[src/rtl/conv2d_sched.sv]
`default_nettype none
// ============================================================================
// Module   : conv2d_sched
// Purpose  : Round-robin scheduler sharing one conv2d engine among NUM_REQ
//            requesters. Grants one requester at a time, pulses the engine
//            start, waits for engine completion (or a cycle-limit timeout),
//            then acknowledges the granted requester. Records the latency and
//            requester index of every job.
// Revision : 1.0 - initial release
// ----------------------------------------------------------------------------
// Ports
//   clk          in   1        rising-edge clock
//   rst          in   1        asynchronous reset, active low
//   req          in   NUM_REQ  level request per requester
//   ack          out  NUM_REQ  one-hot one-cycle completion pulse
//   err          out  1        one-cycle pulse with ack: timeout / invalid
//   grant_valid  out  1        grant held, operand mux select valid
//   grant_idx    out  IDX_W    index of the granted requester
//   eng_start    out  1        one-cycle engine start pulse
//   eng_done     in   1        engine completion
//   eng_valid    in   1        engine result valid, sampled with eng_done
//   busy         out  1        scheduler not idle
//   last_cycles  out  CYCLE_W  latency of the most recent job
//   last_idx     out  IDX_W    requester index of the most recent job
// ============================================================================
module conv2d_sched #(
    parameter int NUM_REQ = 4,
    parameter int IDX_W   = $clog2(NUM_REQ),
    parameter int CYCLE_W = 16,
    parameter int TIMEOUT = 1024
) (
    input  logic               clk,
    input  logic               rst,
    input  logic [NUM_REQ-1:0] req,
    output logic [NUM_REQ-1:0] ack,
    output logic               err,
    output logic               grant_valid,
    output logic [IDX_W-1:0]   grant_idx,
    output logic               eng_start,
    input  logic               eng_done,
    input  logic               eng_valid,
    output logic               busy,
    output logic [CYCLE_W-1:0] last_cycles,
    output logic [IDX_W-1:0]   last_idx
);

    localparam logic               TIMEOUT_EN  = (TIMEOUT != 0);
    localparam logic [CYCLE_W-1:0] TIMEOUT_CNT = CYCLE_W'(TIMEOUT);
    localparam logic [CYCLE_W-1:0] CNT_MAX     = {CYCLE_W{1'b1}};
    localparam logic [IDX_W-1:0]   IDX_LAST    = IDX_W'(NUM_REQ - 1);

    typedef enum logic [1:0] {
        S_IDLE  = 2'd0,
        S_START = 2'd1,
        S_RUN   = 2'd2,
        S_DONE  = 2'd3
    } state_t;

    state_t             state;
    state_t             state_nxt;

    logic [IDX_W-1:0]   ptr;
    logic [CYCLE_W-1:0] cnt;
    logic               job_err;

    // Round-robin pick: first set request at or after ptr, wrapping around.
    logic               pick_found;
    logic [IDX_W-1:0]   pick_idx;
    logic [IDX_W-1:0]   cand;

    always_comb begin
        pick_found = 1'b0;
        pick_idx   = '0;
        cand       = '0;
        for (int i = 0; i < NUM_REQ; i++) begin
            cand = IDX_W'((int'(ptr) + i) % NUM_REQ);
            if (!pick_found && req[cand]) begin
                pick_found = 1'b1;
                pick_idx   = cand;
            end
        end
    end

    // Terminal conditions in RUN; done takes priority over the timeout.
    logic run_done;
    logic run_timeout;

    assign run_done    = (state == S_RUN) && eng_done;
    assign run_timeout = (state == S_RUN) && !eng_done && TIMEOUT_EN &&
                         (cnt == TIMEOUT_CNT);

    // State register
    always_ff @(posedge clk or negedge rst) begin
        if (!rst) begin
            state <= S_IDLE;
        end else begin
            state <= state_nxt;
        end
    end

    // Next state and state-decoded outputs
    always_comb begin
        state_nxt   = state;
        ack         = '0;
        err         = 1'b0;
        eng_start   = 1'b0;
        busy        = 1'b1;
        grant_valid = 1'b1;
        case (state)
            S_IDLE: begin
                busy        = 1'b0;
                grant_valid = 1'b0;
                if (pick_found) begin
                    state_nxt = S_START;
                end
            end
            S_START: begin
                eng_start = 1'b1;
                state_nxt = S_RUN;
            end
            S_RUN: begin
                if (run_done || run_timeout) begin
                    state_nxt = S_DONE;
                end
            end
            S_DONE: begin
                ack       = NUM_REQ'(1) << grant_idx;
                err       = job_err;
                state_nxt = S_IDLE;
            end
            default: begin
                state_nxt = S_IDLE;
            end
        endcase
    end

    // Grant, pointer, cycle counter and job result registers
    always_ff @(posedge clk or negedge rst) begin
        if (!rst) begin
            ptr         <= '0;
            grant_idx   <= '0;
            cnt         <= '0;
            job_err     <= 1'b0;
            last_cycles <= '0;
            last_idx    <= '0;
        end else begin
            case (state)
                S_IDLE: begin
                    if (pick_found) begin
                        grant_idx <= pick_idx;
                        cnt       <= '0;
                    end
                end
                S_START: begin
                    cnt <= cnt + 1'b1;
                end
                S_RUN: begin
                    if (run_done) begin
                        last_cycles <= cnt;
                        last_idx    <= grant_idx;
                        job_err     <= !eng_valid;
                    end else if (run_timeout) begin
                        last_cycles <= cnt;
                        last_idx    <= grant_idx;
                        job_err     <= 1'b1;
                    end else if (cnt != CNT_MAX) begin
                        cnt <= cnt + 1'b1;
                    end
                end
                S_DONE: begin
                    ptr <= (grant_idx == IDX_LAST) ? '0 : grant_idx + 1'b1;
                end
                default: begin
                end
            endcase
        end
    end

endmodule
`default_nettype wire

[config.mk]
export PLATFORM = sky130hd
export DESIGN_NAME = conv2d_sched
export DESIGN_NICKNAME = d
export VERILOG_FILES = /design/src/rtl/conv2d_sched.sv
export SDC_FILE = /design/constraint.sdc
export NUM_CORES = 1
export LEC_CHECK = 0
export ABC_CLOCK_PERIOD_IN_PS = 2950
export BUFFER_PORTS_ARGS = -buffer_cell sky130_fd_sc_hd__buf_4
export CORE_ASPECT_RATIO = 1.75
export CORE_MARGIN = 8
export CORE_UTILIZATION = 58
export CTS_BUF_LIST = sky130_fd_sc_hd__clkbuf_8
export DETAILED_ROUTE_END_ITERATION = 16
export PLACE_DENSITY_LB_ADDON = 0.25
export SLEW_MARGIN = 10
export SYNTH_ARGS = -nofsm -noshare
export SYNTH_HDL_FRONTEND = slang
export SYNTH_SLANG_ARGS = --single-unit
[constraint.sdc]
create_clock -name clk -period 2.95 [get_ports clk]
set_clock_uncertainty 0.05 [all_clocks]
set_input_delay 0.59 -clock clk [delete_from_list [all_inputs] [get_ports clk]]
set_output_delay 0.59 -clock clk [all_outputs]
set_load 0.03 [all_outputs]
# Yosys cells after proc, flatten, opt, wreduce, memory -nomap -nowiden
# Index checks and enable logic that the tools add are counted.
# totals
ff_bits	41
input_bits	8
out_inout_bits	28
wordCells	82
# classes
add_sub_neg	5
magnitude_cmp	4
n_eq_ne	11
shifts	1
muxes	35
n_reduce_logical	19
# ops
op	n
16-bit two-way mux	6
16-bit one-hot mux with 3 select lines	1
2-bit two-way mux	9
16-bit by 1-bit adder with 16-bit output (second input constant)	1
16-bit by 11-bit equality test with 1-bit output (second input constant)	1
16-bit != test (second input constant)	1
1-bit two-way mux	13
2-bit by 3-bit less-than comparator with 1-bit output (second input constant)	4
1-bit binary-select mux with 2-bit select	4
2-bit one-hot mux with 4 select lines	1
2-bit equality test (second input constant)	3
1-bit logical AND	6
2-bit != test (second input constant)	3
2-bit AND reduction	3
1-bit zero test	5
5-bit AND reduction	1
2-bit by 1-bit adder with 2-bit output (second input constant)	2
2-bit adder (second input constant)	2
4-bit two-way mux	1
2-bit by 1-bit != test with 1-bit output (second input constant)	2
1-bit by 2-bit << shifter with 4-bit output (first input constant)	1
3-bit nonzero test	1
2-bit by 1-bit equality test with 1-bit output (second input constant)	1
2-bit zero test	1
2 further kinds	2

# Longest topological paths before layout
# Gate-level depths: netlist of the first run.
# depth
ltp_word	14
depth_mapped	8

# Least setup slack after synthesis of the first run
# No wires, ideal clock.
# synth_timing
kind	register to register
startpoint	register state[0]
endpoint	register cnt[11]
setup_ps	110
arrival_ps	2009
required_time_ps	2790
setup_slack_ps	781
path_stages_with_launch	9
n_path_buf	2
path_cell_list	dfrtp_1 -> inv_1 -> ha_1 -> clkbuf_1 -> a221oi_1 -> a21bo_2 -> or3_1 -> buf_4 -> o41ai_1
# synth_via
elab_chain_cells	5
elab_cells_between_ends	13
cone_classes	eq/ne (6); mux (1); reduce/logical (6)
# synth_lines
item	line_no	rtl
start: declaration	59	state_t state;
start signal: assignment	97	state <= state_nxt;
2-bit equality test	88, 89, 147	
1-bit logical AND (2 in series)	89	assign run_timeout = (state == S_RUN) && !eng_done && TIMEOUT_EN &&
2-bit != test (no line)	--	
5-bit AND reduction (no line)	--	
end signal: assignment	155	cnt <= cnt + 1'b1;
end signal: assignment	167	cnt <= cnt + 1'b1;
end: declaration	63	logic [CYCLE_W-1:0] cnt;
# Parallel ways exist; a longest one is shown, timed or not.
# A chain may end at the register's enable or synchronous reset.

# Worst setup path in the final report of the first run
# layout_timing
startpoint	register state[0]
endpoint	register cnt[5]
# Same word-level chain as after synthesis.

==> results by group, run 1 <==
Power
  – Pint: 1.34 mW
  – Worst IR Drop VDD: 0.987 mV
  – Reg power frac: 32.8%
  – Switching Share: a little over two fifths
  – Clock share of power: 20.0%
  – Leakage power: 1.23 nW
  – Power, Total: 2.31 mW
  – Power per cell area: 891 nW/um^2
  – Combinational Power Share: between 40% and 50%
  – Net switching power: 977 uW

Critical path
  – Buffers and inverters on the worst path: 1
  – CP Class: flip-flop to flip-flop
  – CP Launch Type: flip-flop
  – Worst path slowest cell: or3_1
  – Critical-path cell list: inv_1, ha_1, a221oi_1, a21bo_2, or3_1, o41ai_1
  – WP data required: 3.09 ns
  – Critical path's largest stage delay: 0.54 ns
  – Peak fanout along the critical path: 11
  – Arr. time, crit path: 2.55 ns
  – Worst setup EP type: flip-flop
  – Crit-path leading delay family: compound AO/OA/AOI/OAI gates

GRT
  – Vias in the first global route: 1995
  – Largest net degree at the start of global routing: 42
  – Most Crowded Layer GR: met2
  – Initial antenna violation count: 0
  – GR Util met3: 5.54%
  – All-Layer GR Usage: 17.6%
  – First-pass GRT wire length: 8850 um
  – GR Util met2: around 33%
  – Total global routing overflow: 0
  – M1 GR Usage: between 15 and 20%

STA
  – F_max: around 0.41 GHz
  – Setup TNS: 0 ns
  – Final setup fails: 0
  – Max-Slew Margin vs Limit: 58.4%
  – Max Slew Vio Count: 0
  – Period minus WS final: 2.41 ns
  – Final Hold Fails: 0
  – Slew at the pin closest to its max-slew limit: 0.619 ns
  – Final worst-path cycle share: 81.7%
  – RSZ-0062 raised after global routing: no

Routing
  – Via density per instance: 6.09
  – Antenna Nets Post-Route: 0
  – Via Count: between 1500 and 2000
  – DRT Pass-1 Iters: 5
  – Number of DRC markers in iteration 0: slightly below 70
  – Drc violations: 0
  – Post-Route WL: ~5200 um
  – Avg WL per Cell: 17.1 um

Synthesis
  – Syn Nets: 240
  – Sequential share of the synthesized area: between 40% and 50%
  – Count of cell types in the netlist: 40
  – Mapped Cells: approximately 220
  – Yosys reg bits: between 40 and 50
  – Post-synth top flop: dfrtp_1
  – Post-Syn Area per Cell: between 9 and 10 um^2
  – Mapped cell area: 2180 um^2
  – Post-synth EDFFs: 0
  – Post-synthesis async set-or-reset flop share: between 90% and 100%
  – Warnings, synthesis: 0

Clocking
  – Root Buffer: clkbuf_8
  – Worst-case clock buffer depth: 2
  – CTS resizes: 0
  – CTS sink cnt: 41
  – Worst-Skew Late Latency: 0.30 ns
  – Clock Pin Slew Worst Setup and Hold Paths: ~0.080 ns
  – CTS tree: built
  – Hold buffers post-CTS: 0
  – H-Tree Depth: 2
  – Post-CTS setup buffers: 0
  – CTS Buf Count: 5

Hold path
  – HP Class: input pin to asynchronous set/reset pin

Placement
  – Placer Congestion: roughly 0.91
  – Post-DP HPWL: 3790 um
  – IO Port Bufs: 35

Layout
  – Most common cell after layout, fill and taps aside: dfrtp_1
  – Layout Utilization: 71.5%
  – Area Growth Syn to Fin: 18.8%
  – Post-layout net count: about 270
  – Share of cells above drive strength 1: approximately a quarter
  – Most frequent cells in the layout: dfrtp_1 (41), buf_4 (40), o21ai_0 (27)
  – Inserted Diodes: 0

Floorplanning
  – Chip height: 97.2 um
  – Core area: about 3600 um^2
  – Chip width: 62.4 um
  – Starting Density: 60.2%
  – Die area: 6060 um^2
  – # rows: 29
  – Ports: 36

Status
  – Status: completed

Flow run
  – MaxCap Viol Count: 0
worst paths after layout:
| check | from | to | slack (ns) | cells after the start |
|---|---|---|---|---|
| worst max-delay path | state[0]$_DFFE_PN0P_ | cnt[5]$_DFFE_PN0P_ | 0.54 | 6 |
| min in group clk | last_idx[1]$_DFFE_PN0P_ | last_idx[1]$_DFFE_PN0P_ | 0.45 | 2 |
| worst min-delay path | rst | cnt[11]$_DFFE_PN0P_ | 0.21 | 1 |
| worst max register to register | state[0]$_DFFE_PN0P_ | cnt[5]$_DFFE_PN0P_ | 0.54 | 6 |
| max in group asynchronous | rst | cnt[0]$_DFFE_PN0P_ | 2.27 | 1 |
| worst min register to register | last_idx[1]$_DFFE_PN0P_ | last_idx[1]$_DFFE_PN0P_ | 0.45 | 2 |
stage by stage:
step           cells  worst slack, ns  cell area (um^2)  hold WS, ns
2_1_floorplan    222            0.781              2180        0.244
3_3_place_gp     295            0.633              2480        0.412
3_5_place_dp     295            0.566              2480        0.433
4_1_cts          303            0.558              2590        0.229
5_1_grt          303            0.378              2590        0.245
6_report         303            0.540              2590        0.209
per-layer routing:
layer  up-vias  wire length (um)
met2        76              2800
met3         9               372
met5         -                 0
met4         0                91
li1        870                 -
met1       890              1920
registers in the layout, summed over array words and instances (netlist names):
name         flops
cnt             16
grant_idx        2
job_err          1
last_cycles     16
last_idx         2
ptr              2
state            2
area by class of cell:
class / count / area, um^2
clock buffer: 6 / 82.6
multi-input combinational: 153 / 1040
tap: 46 / 57.6
inverter: 15 / 56.3
sequential: 41 / 1030
timing repair buffer: 40 / 300
fill: 297 / 1030
clock inverter: 2 / 33.8
power groups by stage:
stage               logic [mW]  registers, mW  clock network (mW)
finish                    1.09          0.759               0.462
detailed placement        1.09          0.769                   0
floorplan                0.682          0.835                   0
global placement          1.07          0.766                   0
global route              1.21          0.774               0.496
CTS                       1.09          0.758               0.470
synthesized netlist by cell type, types with 2 or more instances:
master	number	area share, %
nor4_1	3	0.86
or4_1	4	1.4
nand4_1	3	0.86
o21ai_0	27	6.2
o31ai_1	12	4.1
buf_4	2	0.69
nor4b_1	2	0.80
nand2_1	24	4.1
nand2b_1	2	0.57
or3_1	2	0.57
mux2_2	14	7.2
a21oi_1	4	0.92
nand3_1	7	1.6
buf_2	3	0.69
o31a_1	2	0.80
o211ai_1	2	0.69
o41ai_1	4	1.6
dfrtp_1	41	47
ha_1	10	5.7
inv_1	15	2.6
clkbuf_1	7	1.2
nor2_1	7	1.2
o21a_1	2	0.69
and2_1	6	1.7
o22ai_1	2	0.57
cell families (layout without fill, tap and decap cells):
| family | Yosys count | count (layout) | synth area share, % |
|---|---|---|---|
| AND/OR/NAND/NOR | 66 | 66 | 15.9 |
| AO/OA/AOI/OAI | 63 | 63 | 18.6 |
| buffers and inverters | 28 | 63 | 5.67 |
| flip-flops | 41 | 41 | 47.0 |
| adder cells (fa/ha/maj) | 10 | 10 | 5.73 |
| multiplexers | 14 | 14 | 7.22 |
(Power assumes the default switching activity.)
==> run 2, diff against run 1 <==
- ABC_CLOCK_PERIOD_IN_PS: 2950 -> 2000
- CORE_UTILIZATION: 58 -> 52
- clock period: 2.95 -> 2 ns (I/O delays scaled with it)
==> results by group, run 2 (synthesis results as in run 1) <==
Critical path
  – WP data required: 2.15 ns
  – Peak fanout along the critical path: 6
  – CP Launch Type: flip-flop
  – Reg2Reg Depth: 6
  – Arr. time, crit path: 2.17 ns
  – Reg2Reg Setup Slack: -0.02 ns
  – Worst setup EP type: flip-flop
  – FF-to-FF End: cnt[6]$_DFFE_PN0P_
  – Worst r2r src: state[1]$_DFFE_PN0P_
  – CP Class: flip-flop to flip-flop

Clocking
  – Worst-Skew Late Latency: 0.32 ns
  – Root Buffer: clkbuf_8
  – CTS tree: built
  – CTS sink cnt: 41
  – CTS Buf Count: 5
  – Hold buffers post-CTS: 0
  – Worst-case clock buffer depth: 2
  – H-Tree Depth: 2
  – Clock Pin Slew Worst Setup and Hold Paths: 0.09 ns

Power
  – Power, Total: approximately 4.2 mW
  – Worst IR Drop VDD: about 1.2 mV
  – Leakage power: approximately 1.5 nW
  – Power per cell area: 1300 nW/um^2

Layout
  – Post-layout net count: 317
  – Share of cells above drive strength 1: 46.7%
  – Inserted Diodes: 0
  – Design area: ~3200 um^2
  – Largest registers: cnt x16, last_cycles x16
  – Layout Utilization: 79.4%
  – Most common cell after layout, fill and taps aside: buf_4
  – Area Growth Syn to Fin: 48.0%
  – Most frequent cells in the layout: buf_4 (71), dfrtp_1 (38), nand2_1 (24)

STA
  – Period minus WS final: about 2 ns
  – Slew at the pin closest to its max-slew limit: 0.510 ns
  – Setup ws final: -0.0202 ns
  – Final worst-path cycle share: 101%
  – Final Hold Fails: 0
  – Max-Slew Margin vs Limit: 65.7%
  – Final setup fails: 3
  – RSZ-0062 raised after global routing: yes
  – Max Slew Vio Count: 0
  – F_max: just under 0.5 GHz

Floorplanning
  – Chip width: 65.0 um
  – Chip height: 102 um
  – Ports: 36
  – Core area: 4070 um^2
  – # rows: 31
  – Die area: ~6600 um^2
  – Starting Density: between 50% and 60%

Routing
  – Avg WL per Cell: 19.4 um
  – Via density per instance: just over 6
  – Number of DRC markers in iteration 0: 121
  – DRT Pass-1 Iters: 5
  – Post-Route WL: just under 7000 um
  – Antenna Nets Post-Route: 0
  – Drc violations: 0
  – Via Count: 2145

GRT
  – Initial antenna violation count: 0
  – Total global routing overflow: 0
  – Largest net degree at the start of global routing: 42
  – All-Layer GR Usage: about a fifth
  – First-pass GRT wire length: 10000 um
  – Vias in the first global route: 2058

Placement
  – Post-DP HPWL: slightly above 4000 um
  – Placed inst area: 2790 um^2
  – Placer Congestion: approximately 0.89
  – IO Port Bufs: 35

Flow run
  – MaxCap Viol Count: 0

Status
  – Violated checks: setup timing
  – Status: finished, violations left

Hold path
  – HP Class: input pin to asynchronous set/reset pin
[run 2: cell count changes in the layout (fill, tap and decap cells not counted), moves of 5 or more]
cell / change
o31ai_1: -6
mux2_4: +10
o21ai_0: -5
mux2_2: -10
buf_4: +31
buf_6: +7
[run 2: critical path, cell delays in order (launching register included)]
cell      delay, ns
dfrtp_1        0.44
inv_2          0.08
ha_4           0.17
a221oi_4       0.24
a21bo_4        0.28
or3_4          0.40
o41ai_2        0.24
[run 2: repair_timing]
action,in CTS,in global routing
pin swaps,5,10
endpoints found under the setup margin,12,29
resized for setup,10,51
gates cloned,2,3
setup buffers,2,2
[run 2: layer usage]
| metal | track usage [%] | up-vias | routed length [um] |
|---|---|---|---|
| met4 | 13.0 | 0 | 406 |
| met1 | 19.9 | 1024 | 2400 |
| li1 | - | 961 | - |
| met2 | 33.6 | 118 | 3510 |
| met5 | 0 | - | 0 |
| met3 | 4.54 | 42 | 472 |
[run 2: worst max-delay path by stage]
stage,to,from,cells past startpoint,slack (ns)
2_1_floorplan,cnt[6]$_DFFE_PN0P_,state[0]$_DFFE_PN0P_,8,-0.05
3_3_place_gp,cnt[5]$_DFFE_PN0P_,state[0]$_DFFE_PN0P_,6,-0.03
3_5_place_dp,cnt[5]$_DFFE_PN0P_,state[0]$_DFFE_PN0P_,6,-0.12
4_1_cts,cnt[14]$_DFFE_PN0P_,state[0]$_DFFE_PN0P_,7,-0.04
5_1_grt,cnt[11]$_DFFE_PN0P_,state[1]$_DFFE_PN0P_,6,-0.12
6_report,cnt[6]$_DFFE_PN0P_,state[1]$_DFFE_PN0P_,6,-0.02
[run 2: power breakdown]
group	internal, mW	total, mW	switching (mW)
clock network	0.402	0.698	0.296
logic	1.05	2.40	1.35
registers	0.978	1.12	0.145
total	2.43	4.22	1.79
[run 2: cell type report]
| class | instances | area, um^2 |
|---|---|---|
| inverters | 15 | 56.3 |
| well taps | 49 | 61.3 |
| flip-flops and latches | 41 | 1030 |
| clock buffers | 6 | 82.6 |
| clock inverters | 2 | 33.8 |
| fillers | 256 | 840 |
| multi-input cells | 154 | 1280 |
| repair buffers | 82 | 684 |
[run 2: through the flow]
stage	setup slack (ns)	cells	hold slack, ns	setup TNS (ns)
after floorplan	-0.0533	222	0.0544	-0.432
after global placement	-0.0312	332	0.352	-0.0444
after detailed placement	-0.115	332	0.361	-0.581
after CTS	-0.0443	344	0.0332	-0.0549
after global routing	-0.116	349	0.0443	-0.764
final	-0.0202	349	0.00470	-0.0360
